**src/rtl/cache_pkg.sv**
```systemverilog
// rtl/cache_pkg.sv - shared state encoding, widths and address field positions
package cache_pkg;

  typedef enum logic [1:0] {IDLE, D_WB, D_FILL, I_FILL} state_t;

  localparam int LINE_W  = 64;
  localparam int WORD_W  = 16;
  localparam int ADDR_W  = 16;
  localparam int OFF_W   = 2;
  localparam int IDX_LSB = OFF_W;

  // Word k of a line occupies bits [16k+15:16k].
  function automatic logic [WORD_W-1:0] line_word(input logic [LINE_W-1:0] line,
                                                  input logic [OFF_W-1:0]  off);
    return line[{off, 4'b0000} +: WORD_W];
  endfunction

endpackage

```
**src/rtl/cache_array.sv**
```systemverilog
// rtl/cache_array.sv - direct-mapped tag/valid/data store with optional dirty bits
module cache_array
  import cache_pkg::*;
#(
  parameter int SETS      = 8,
  parameter int TAG_W     = 11,
  parameter bit HAS_DIRTY = 1'b0,
  localparam int IDX_W    = $clog2(SETS)
) (
  input  logic              clk,
  input  logic              rst,
  input  logic [IDX_W-1:0]  rd_idx,
  input  logic [TAG_W-1:0]  rd_tag,
  output logic              hit,
  output logic [LINE_W-1:0] rd_line,
  output logic [TAG_W-1:0]  stored_tag,
  output logic              victim_dirty,
  input  logic              fill_en,
  input  logic [IDX_W-1:0]  fill_idx,
  input  logic [TAG_W-1:0]  fill_tag,
  input  logic [LINE_W-1:0] fill_line,
  input  logic              wr_en,
  input  logic [IDX_W-1:0]  wr_idx,
  input  logic [OFF_W-1:0]  wr_off,
  input  logic [WORD_W-1:0] wr_word,
  input  logic              inv_en,
  input  logic [IDX_W-1:0]  inv_idx,
  input  logic [TAG_W-1:0]  inv_tag
);

  logic [TAG_W-1:0]  tags  [SETS];
  logic [LINE_W-1:0] lines [SETS];
  logic [SETS-1:0]   valid;

  assign hit        = valid[rd_idx] && (tags[rd_idx] == rd_tag);
  assign rd_line    = lines[rd_idx];
  assign stored_tag = tags[rd_idx];

  // A fill on the same edge as an invalidate of that set leaves the new line valid.
  always_ff @(posedge clk) begin
    if (rst) begin
      valid <= '0;
    end else begin
      if (inv_en && valid[inv_idx] && (tags[inv_idx] == inv_tag))
        valid[inv_idx] <= 1'b0;
      if (fill_en)
        valid[fill_idx] <= 1'b1;
    end
  end

  always_ff @(posedge clk) begin
    if (fill_en) begin
      tags[fill_idx]  <= fill_tag;
      lines[fill_idx] <= fill_line;
    end else if (wr_en) begin
      lines[wr_idx][{wr_off, 4'b0000} +: WORD_W] <= wr_word;
    end
  end

  generate
    if (HAS_DIRTY) begin : g_dirty
      logic [SETS-1:0] dirty;

      always_ff @(posedge clk) begin
        if (rst)
          dirty <= '0;
        else if (fill_en)
          dirty[fill_idx] <= 1'b0;
        else if (wr_en)
          dirty[wr_idx] <= 1'b1;
      end

      assign victim_dirty = valid[rd_idx] & dirty[rd_idx];
    end else begin : g_clean
      assign victim_dirty = 1'b0;
    end
  endgenerate

endmodule

```
**src/rtl/cache_mem_ctrl.sv**
```systemverilog
// rtl/cache_mem_ctrl.sv - split I/D cache responder with shared line-wide memory port
module cache_mem_ctrl
  import cache_pkg::*;
#(
  parameter int SETS  = 8,
  localparam int IDX_W = $clog2(SETS),
  localparam int TAG_W = 16 - 2 - IDX_W
) (
  input  logic        clk,
  input  logic        rst,
  input  logic [15:0] i_addr,
  input  logic [15:0] d_addr,
  input  logic [15:0] wr_data,
  input  logic        mem_rd,
  input  logic        mem_wr,
  output logic [15:0] instr,
  output logic [15:0] data,
  output logic        i_rdy,
  output logic        d_rdy,
  output logic [13:0] m_addr,
  output logic        m_re,
  output logic        m_we,
  output logic [63:0] m_wdata,
  input  logic [63:0] m_rdata,
  input  logic        m_rdy
);

  localparam int TAG_LSB = IDX_LSB + IDX_W;

  state_t state, state_nx;

  logic [TAG_W-1:0]  i_tag, d_tag, d_vtag, i_tag_unused;
  logic [IDX_W-1:0]  i_idx, d_idx;
  logic [LINE_W-1:0] i_line, d_line;
  logic              i_hit, d_hit, d_vdirty, i_dirty_unused;
  logic              d_req, d_miss, idle, store_en, d_fill, i_fill;

  assign i_idx = i_addr[IDX_LSB +: IDX_W];
  assign d_idx = d_addr[IDX_LSB +: IDX_W];
  assign i_tag = i_addr[ADDR_W-1:TAG_LSB];
  assign d_tag = d_addr[ADDR_W-1:TAG_LSB];

  assign idle   = (state == IDLE);
  assign d_req  = mem_rd | mem_wr;
  assign d_miss = d_req & ~d_hit;

  // The I side yields to a pending D-miss: the MEM-stage instruction is older.
  assign i_rdy = i_hit & idle & ~d_miss;
  assign d_rdy = ~d_req | (d_hit & idle);

  assign instr = line_word(i_line, i_addr[OFF_W-1:0]);
  assign data  = line_word(d_line, d_addr[OFF_W-1:0]);

  // mem_wr wins when both request strobes are high.
  assign store_en = mem_wr & d_hit & idle;
  assign d_fill   = (state == D_FILL) & m_rdy;
  assign i_fill   = (state == I_FILL) & m_rdy;

  cache_array #(.SETS(SETS), .TAG_W(TAG_W), .HAS_DIRTY(1'b0)) u_icache (
    .clk          (clk),
    .rst          (rst),
    .rd_idx       (i_idx),
    .rd_tag       (i_tag),
    .hit          (i_hit),
    .rd_line      (i_line),
    .stored_tag   (i_tag_unused),
    .victim_dirty (i_dirty_unused),
    .fill_en      (i_fill),
    .fill_idx     (i_idx),
    .fill_tag     (i_tag),
    .fill_line    (m_rdata),
    .wr_en        (1'b0),
    .wr_idx       ('0),
    .wr_off       ('0),
    .wr_word      ('0),
    .inv_en       (store_en),
    .inv_idx      (d_idx),
    .inv_tag      (d_tag)
  );

  cache_array #(.SETS(SETS), .TAG_W(TAG_W), .HAS_DIRTY(1'b1)) u_dcache (
    .clk          (clk),
    .rst          (rst),
    .rd_idx       (d_idx),
    .rd_tag       (d_tag),
    .hit          (d_hit),
    .rd_line      (d_line),
    .stored_tag   (d_vtag),
    .victim_dirty (d_vdirty),
    .fill_en      (d_fill),
    .fill_idx     (d_idx),
    .fill_tag     (d_tag),
    .fill_line    (m_rdata),
    .wr_en        (store_en),
    .wr_idx       (d_idx),
    .wr_off       (d_addr[OFF_W-1:0]),
    .wr_word      (wr_data),
    .inv_en       (1'b0),
    .inv_idx      ('0),
    .inv_tag      ('0)
  );

  always_ff @(posedge clk) begin
    if (rst)
      state <= IDLE;
    else
      state <= state_nx;
  end

  // Memory-side outputs decode from the registered state, so they drop the cycle after reset.
  always_comb begin
    state_nx = state;
    m_re     = 1'b0;
    m_we     = 1'b0;
    m_addr   = '0;
    m_wdata  = '0;
    case (state)
      IDLE: begin
        if (d_miss)
          state_nx = d_vdirty ? D_WB : D_FILL;
        else if (!i_hit)
          state_nx = I_FILL;
      end
      D_WB: begin
        m_we    = 1'b1;
        m_addr  = {d_vtag, d_idx};
        m_wdata = d_line;
        if (m_rdy)
          state_nx = D_FILL;
      end
      D_FILL: begin
        m_re   = 1'b1;
        m_addr = {d_tag, d_idx};
        if (m_rdy)
          state_nx = IDLE;
      end
      I_FILL: begin
        m_re   = 1'b1;
        m_addr = {i_tag, i_idx};
        if (m_rdy)
          state_nx = IDLE;
      end
      default: state_nx = IDLE;
    endcase
  end

endmodule
```
**config.mk**
```make
export PLATFORM = sky130hd
export DESIGN_NAME = cache_mem_ctrl
export DESIGN_NICKNAME = d
export VERILOG_FILES = /design/src/rtl/cache_pkg.sv /design/src/rtl/cache_array.sv /design/src/rtl/cache_mem_ctrl.sv
export SDC_FILE = /design/constraint.sdc
export NUM_CORES = 1
export LEC_CHECK = 0
export ABC_AREA = 1
export CAP_MARGIN = 25
export CORE_ASPECT_RATIO = 1.1
export CORE_MARGIN = 2
export CORE_UTILIZATION = 35
export DETAILED_ROUTE_END_ITERATION = 12
export PLACE_DENSITY = 0.54
export SLEW_MARGIN = 20
export SYNTH_ARGS = -nofsm -noshare
export SYNTH_HDL_FRONTEND = slang
export SYNTH_SLANG_ARGS = --single-unit
```
**constraint.sdc**
```tcl
create_clock -name clk -period 7.3 [get_ports clk]
set_input_delay 1.46 -clock clk [delete_from_list [all_inputs] [get_ports clk]]
set_output_delay 1.46 -clock clk [all_outputs]
set_load 0.01 [all_outputs]
```
# After elaboration in Yosys (flattened, before gate mapping)
# Memories as Yosys holds them, arrays and structs flattened.
# Cells that the tools add are included.
[word_totals]
register_bits = 26
mem_bits_rw = 1200
elab_cells = 220
memories = 4
[memory_table]
columns = ["memory", "words", "word_bits", "rd", "rd_ports_with_merged_regs", "write_ports", "line_no", "source"]
rows = [
  ["u_dcache.lines", 8, 64, 1, 0, 1, "cache_array.sv:32", "logic [LINE_W-1:0] lines [SETS];"],
  ["u_icache.lines", 8, 64, 1, 0, 1, "cache_array.sv:32", ""],
  ["u_dcache.tags", 8, 11, 1, 0, 1, "cache_array.sv:31", "logic [TAG_W-1:0] tags [SETS];"],
  ["u_icache.tags", 8, 11, 2, 0, 1, "cache_array.sv:31", ""],
]
[classes]
n_addsub = 1
order_cmp = 4
n_eq_ne = 9
shifts = 4
mux = 100
bitwise = 84
n_reduce_logical = 10
[ops]
columns = ["operator", "count"]
rows = [
  ["two-way mux 64 bit", 2],
  ["indexed part select 64 x 7 -> 16 bit", 2],
  ["two-way mux 1 bit", 78],
  ["OR 1 bit", 66],
  ["variable shift 16 x 8 -> 64 bit, first input constant", 1],
  ["indexed part select 16 x 8 -> 64 bit", 1],
  ["two-way mux 8 bit", 7],
  ["one-hot mux 14 bit (3 select lines)", 1],
  ["equality test 11 bit", 3],
  ["OR 8 bit", 3],
  ["bitwise AND 8 bit", 2],
  ["binary-select mux 1 bit (select 3 bit)", 4],
  ["two-way mux 2 bit", 5],
  ["bitwise AND 1 bit", 9],
  ["less-than comparator 3 x 4 -> 1 bit, second input constant", 2],
  ["negation 6 -> 8 bit", 1],
  ["inverter 8 bit", 1],
  ["demux 1 bit (select 3 bit)", 2],
  [">= comparator 3 x 1 -> 1 bit, second input constant", 2],
  ["logical AND 1 bit", 6],
  ["one-hot mux 2 bit (3 select lines)", 1],
  ["equality test 2 bit, second input constant", 2],
  ["inequality test 3 bit, second input constant", 1],
  ["inverter 1 bit", 3],
  ["other kinds (7)", 7],
]

# Logic depth before layout (Yosys ltp)
# Gate-level depths: netlist of run 1.
[logic_depth]
ltp_word = 11
depth_mapped = 19

# Cells and area by module
# A second synthesis of run 1 with hierarchy kept.
[unflattened]
hier_cells = 5325
hier_area_um2 = 54957.7
[modules_own_cells]
columns = ["mod", "n_inst", "cells_per_inst", "area_per_inst_um2", "seq_area_each_um2"]
rows = [
  ["cache_array at u_dcache", 1, 2483, 26714.4, 18337.6],
  ["cache_array at u_icache", 1, 2429, 26424.1, 18177.4],
  ["cache_mem_ctrl", 1, 413, 1819.2, 40.0],
]

# Worst setup path after synthesis of run 1
# Ideal clock, no wire load.
[synth_path]
path_type = "in2reg"
start = "input i_addr[2]"
end = "memory u_icache.lines[1][0], enable pin"
arrival_time_ns = 5.231
required_ns = 6.790
slack_ns = 1.559
cell_stages = 4
n_path_buf = 2
cell_sequence = "buf_2 clkbuf_1 nand2_1 nor2_1"
[synth_rtl]
columns = ["item", "line_no", "source"]
rows = [
  ["start, declared", "cache_mem_ctrl.sv:11", "input logic [15:0] i_addr,"],
  ["end, declared", "cache_array.sv:32", ""],
]
# Straight into the memory's write port.

# Final worst setup path of run 1
[layout_path]
start = "input d_addr[4]"
end = "output data[4]"
[layout_between]
elab_chain_len = 2
[layout_lines]
columns = ["item", "line_no", "source"]
rows = [
  ["start, declared", "cache_mem_ctrl.sv:12", "input logic [15:0] d_addr,"],
  ["memory (8 x 64 bit)", "-", ""],
  ["indexed part select 64 x 7 -> 16 bit", "cache_pkg.sv:15", "return line[{off, 4'b0000} +: WORD_W];"],
  ["end, declared", "cache_mem_ctrl.sv:17", "output logic [15:0] data,"],
]
# No other way between the ends.

==> reports/metrics.cfg, run 1 <==
[run_status]
result_of_the_run=completed

[timing]
totalNegativeSetupSlack_ns=0
slew_viols_final=0
timing.clock.skew_ns=0.0389
final_hold_viol_count=0
clock.fmax_ghz=0.151
fraction_of_the_cycle_the_final_worst_path_needs=0.910
tightest_slew_ns=0.970
rsz0062_at_grt=no
timing.final.crit_period_ns=6.64
report.final.setup_viol=0
maxSlewHeadroom=0.353

[floorplan]
core_area_sq_mm=0.140
die_w_um=362
ios=231
initial_utilization=0.352
floorplan.die_area_sq_mm=0.144
row_count=144
die_h_um=398

[detailed_routing]
route.layer.met1.wl_um=69900
firstDrtPassIters=6
highest_metal_used=met5
wl_per_cell_um=27.3
dr_total_vias=33283
met3_wirelength_um=12400
viasPerCell=5.47
first_iter_violations=3781
detailroute.wirelength.met2_um=77800
drt_wl_total_um=166000
route.detailed.drc=0
antenna_violating_nets_post_route=0

[yosys]
yosys_register_bits=1226
synth_ff_type=edfxtp_1
postSynthCellCount=3857
mappedNetlistNets=3979
yosysTopAreaCellShare=0.731
synth.avg_cell_area_sq_um=12.8
synth_warn=0
synth-async-reset-ratio=0
synth_cell_type_count=37
synth-seq-area-share=0.741
synth.area.top_cells=edfxtp_1 (73%), nand2_1 (7.1%), a221oi_1 (2.2%), inv_1 (2.2%), a22o_1 (1.8%)
number_of_enable_flip_flop_cells_after_synthesis=1200
netlist.top_cell.by_area=edfxtp_1
mappedNetlistArea_sq_mm=0.0493

[cts]
tritoncts.num_buffers=120
cts_setup_buffers=0
clk_latency_ns=0.74
buffer_cell_driving_the_clock_tree_root=clkbuf_16
post_cts_resize_count=0
tritoncts=yes
clock_transition_at_the_register_clock_pins_on_the_worst_setup_and_hold_paths_after_cts_ns=0.07
cts_hold_buffers=0
cts.sink_count=1226
cts_htree_levels=3
cts.path.max_buffers=3

[final_layout]
multi_input_comb_area_sq_mm=0.0110
area_used_by_sequential_logic_in_the_layout_sq_mm=0.0366
final_design_area_no_fill_sq_mm=0.0587
mostFrequentLayoutCell=edfxtp_1
drive_above_1_share=0.0964
layout_common_cells=edfxtp_1 (1200), nand2_1 (923), inv_1 (277), clkdlybuf4s50_1 (226), nor2_1 (178)
design.final.nets=4271
fillers=12812
areaGrowthSynthToFinish_pct=19.1

[min_path]
hold_depth=2
min-delay-path-class=flop to flop
timing.hold.worst.start=u_icache.valid[5]
hold-path-endpoint=u_icache.valid[5]

[grt]
grt_util_all_layers=0.227
grt_pass1_vias=31683
gr-total-overflow=0
global_route_wire_length_before_repair_um=235000
grt_antenna_before_repair=19
maximum_number_of_pins_on_one_net_before_global_route_repair=77

[critical_path]
r2r-start=u_dcache.tags[6][5]
cp-start-kind=input pin
worst-r2r-setup-slack_ns=3.53
crit_required_ns=5.84
regToRegEndpoint=u_dcache.lines[2][33]
startpoint=d_addr[4]
crit_path_category=input pin to output port
type_of_element_capturing_the_critical_path=output port
worst-endpoint-arrival_ns=5.18
worst-path-max-fanout=38
rr_worst_depth=15

[run]
drv_cap=0

[power]
power.density_cell_area_mw_per_mm2=259
power.static_leakage_nw=20.3
vdd_ir_drop_max_mv=0.190

[placed_design]
io_buffer_count=230
detailed_placement_hpwl_um=107000
gpl.final_weighted_congestion=0.907
placed_area_sq_mm=0.0547

-- final cells by class --
type,instances,area share
diodes,6,0.000256
clock buffers,148,0.0547
clock inverters,77,0.0133
inverters,298,0.0191
multi-input cells,2118,0.187
flip-flops and latches,1226,0.623
well taps,1825,0.0389
repair buffers,385,0.0639
-- cell usage after synthesis (all sizes together), types with 63 or more instances --
cell    number
nor2       193
edfxtp    1200
inv        294
o21ai      202
clkbuf     152
nand4      102
nand3      132
a221oi     126
a22oi      101
nand2      927
a21oi      122
a22o       102
buf         63
-- worst max-delay path by stage --
stage,endpoint,slack (ns),cells after the start
after floorplan,u_icache.lines[1][0],1.56,4
after global routing,data[6],0.53,13
after detailed placement,instr[8],0.78,9
after global placement,data[4],0.76,12
final,data[4],0.66,12
after CTS,data[1],0.76,12
-- cells by family (layout without fill, tap and decap cells) --
family | count (synthesis) | in the layout | share of synthesized area
other cells | 0 | 6 | 0
xor+xnor | 4 | 4 | 0.000711
buf+inv | 513 | 908 | 0.0402
flops | 1226 | 1226 | 0.741
simple gates | 1367 | 1367 | 0.113
fa+ha+maj | 5 | 5 | 0.00127
compound gates | 742 | 742 | 0.103
-- power breakdown --
part	leakage (nW)	internal, W	switching, W
Combinational	7.34	0.000337	0.000783
Sequential	11.0	0.00777	0.0000107
Clock	1.95	0.00361	0.00270
-- stage by stage --
stage / utilization / cells / setup slack (ns) / hold WS (ns) / power (W)
2_1_floorplan: - / 3857 / 1.56 / 0.439 / 0.00841
3_3_place_gp: 0.391 / 5852 / 0.761 / 0.449 / 0.00904
3_5_place_dp: 0.391 / 5852 / 0.775 / 0.452 / 0.00904
4_1_cts: 0.419 / 6077 / 0.763 / 0.462 / 0.0153
5_1_grt: 0.419 / 6082 / 0.533 / 0.475 / 0.0156
6_report: 0.419 / 6083 / 0.656 / 0.465 / 0.0152
-- flip-flops by register name, indices dropped and copies added (netlist names), named ones only --
signal          flops
u_dcache.valid      8
u_icache.lines    512
u_icache.valid      8
state               2
u_dcache.lines    512
u_icache.tags      88
u_dcache.tags      88
-- per-layer routing --
metal	vias to the layer above	global-route usage
met5	-	0
met4	18	0.0819
met3	256	0.0409
met2	1398	0.365
met1	16911	0.308
li1	14700	-
-- worst max-delay path, cell delays in order --
cell             delay, ns
clkdlybuf4s50_1       0.67
inv_2                 0.11
buf_4                 0.21
nand2_1               0.22
nor2_4                0.06
buf_12                0.21
a22o_1                0.21
a221oi_1              0.35
a21oi_1               0.20
a211oi_1              0.70
nor2_1                0.19
clkdlybuf4s50_1       0.54
Note: power is estimated with default switching activity, not from simulation.
==> inputs of run 2 (changes only) <==
TNS_END_PERCENT = 10   (was not set)
==> results of run 2 <==
The final DEF is identical to that of run 1; final timing and power are the same.
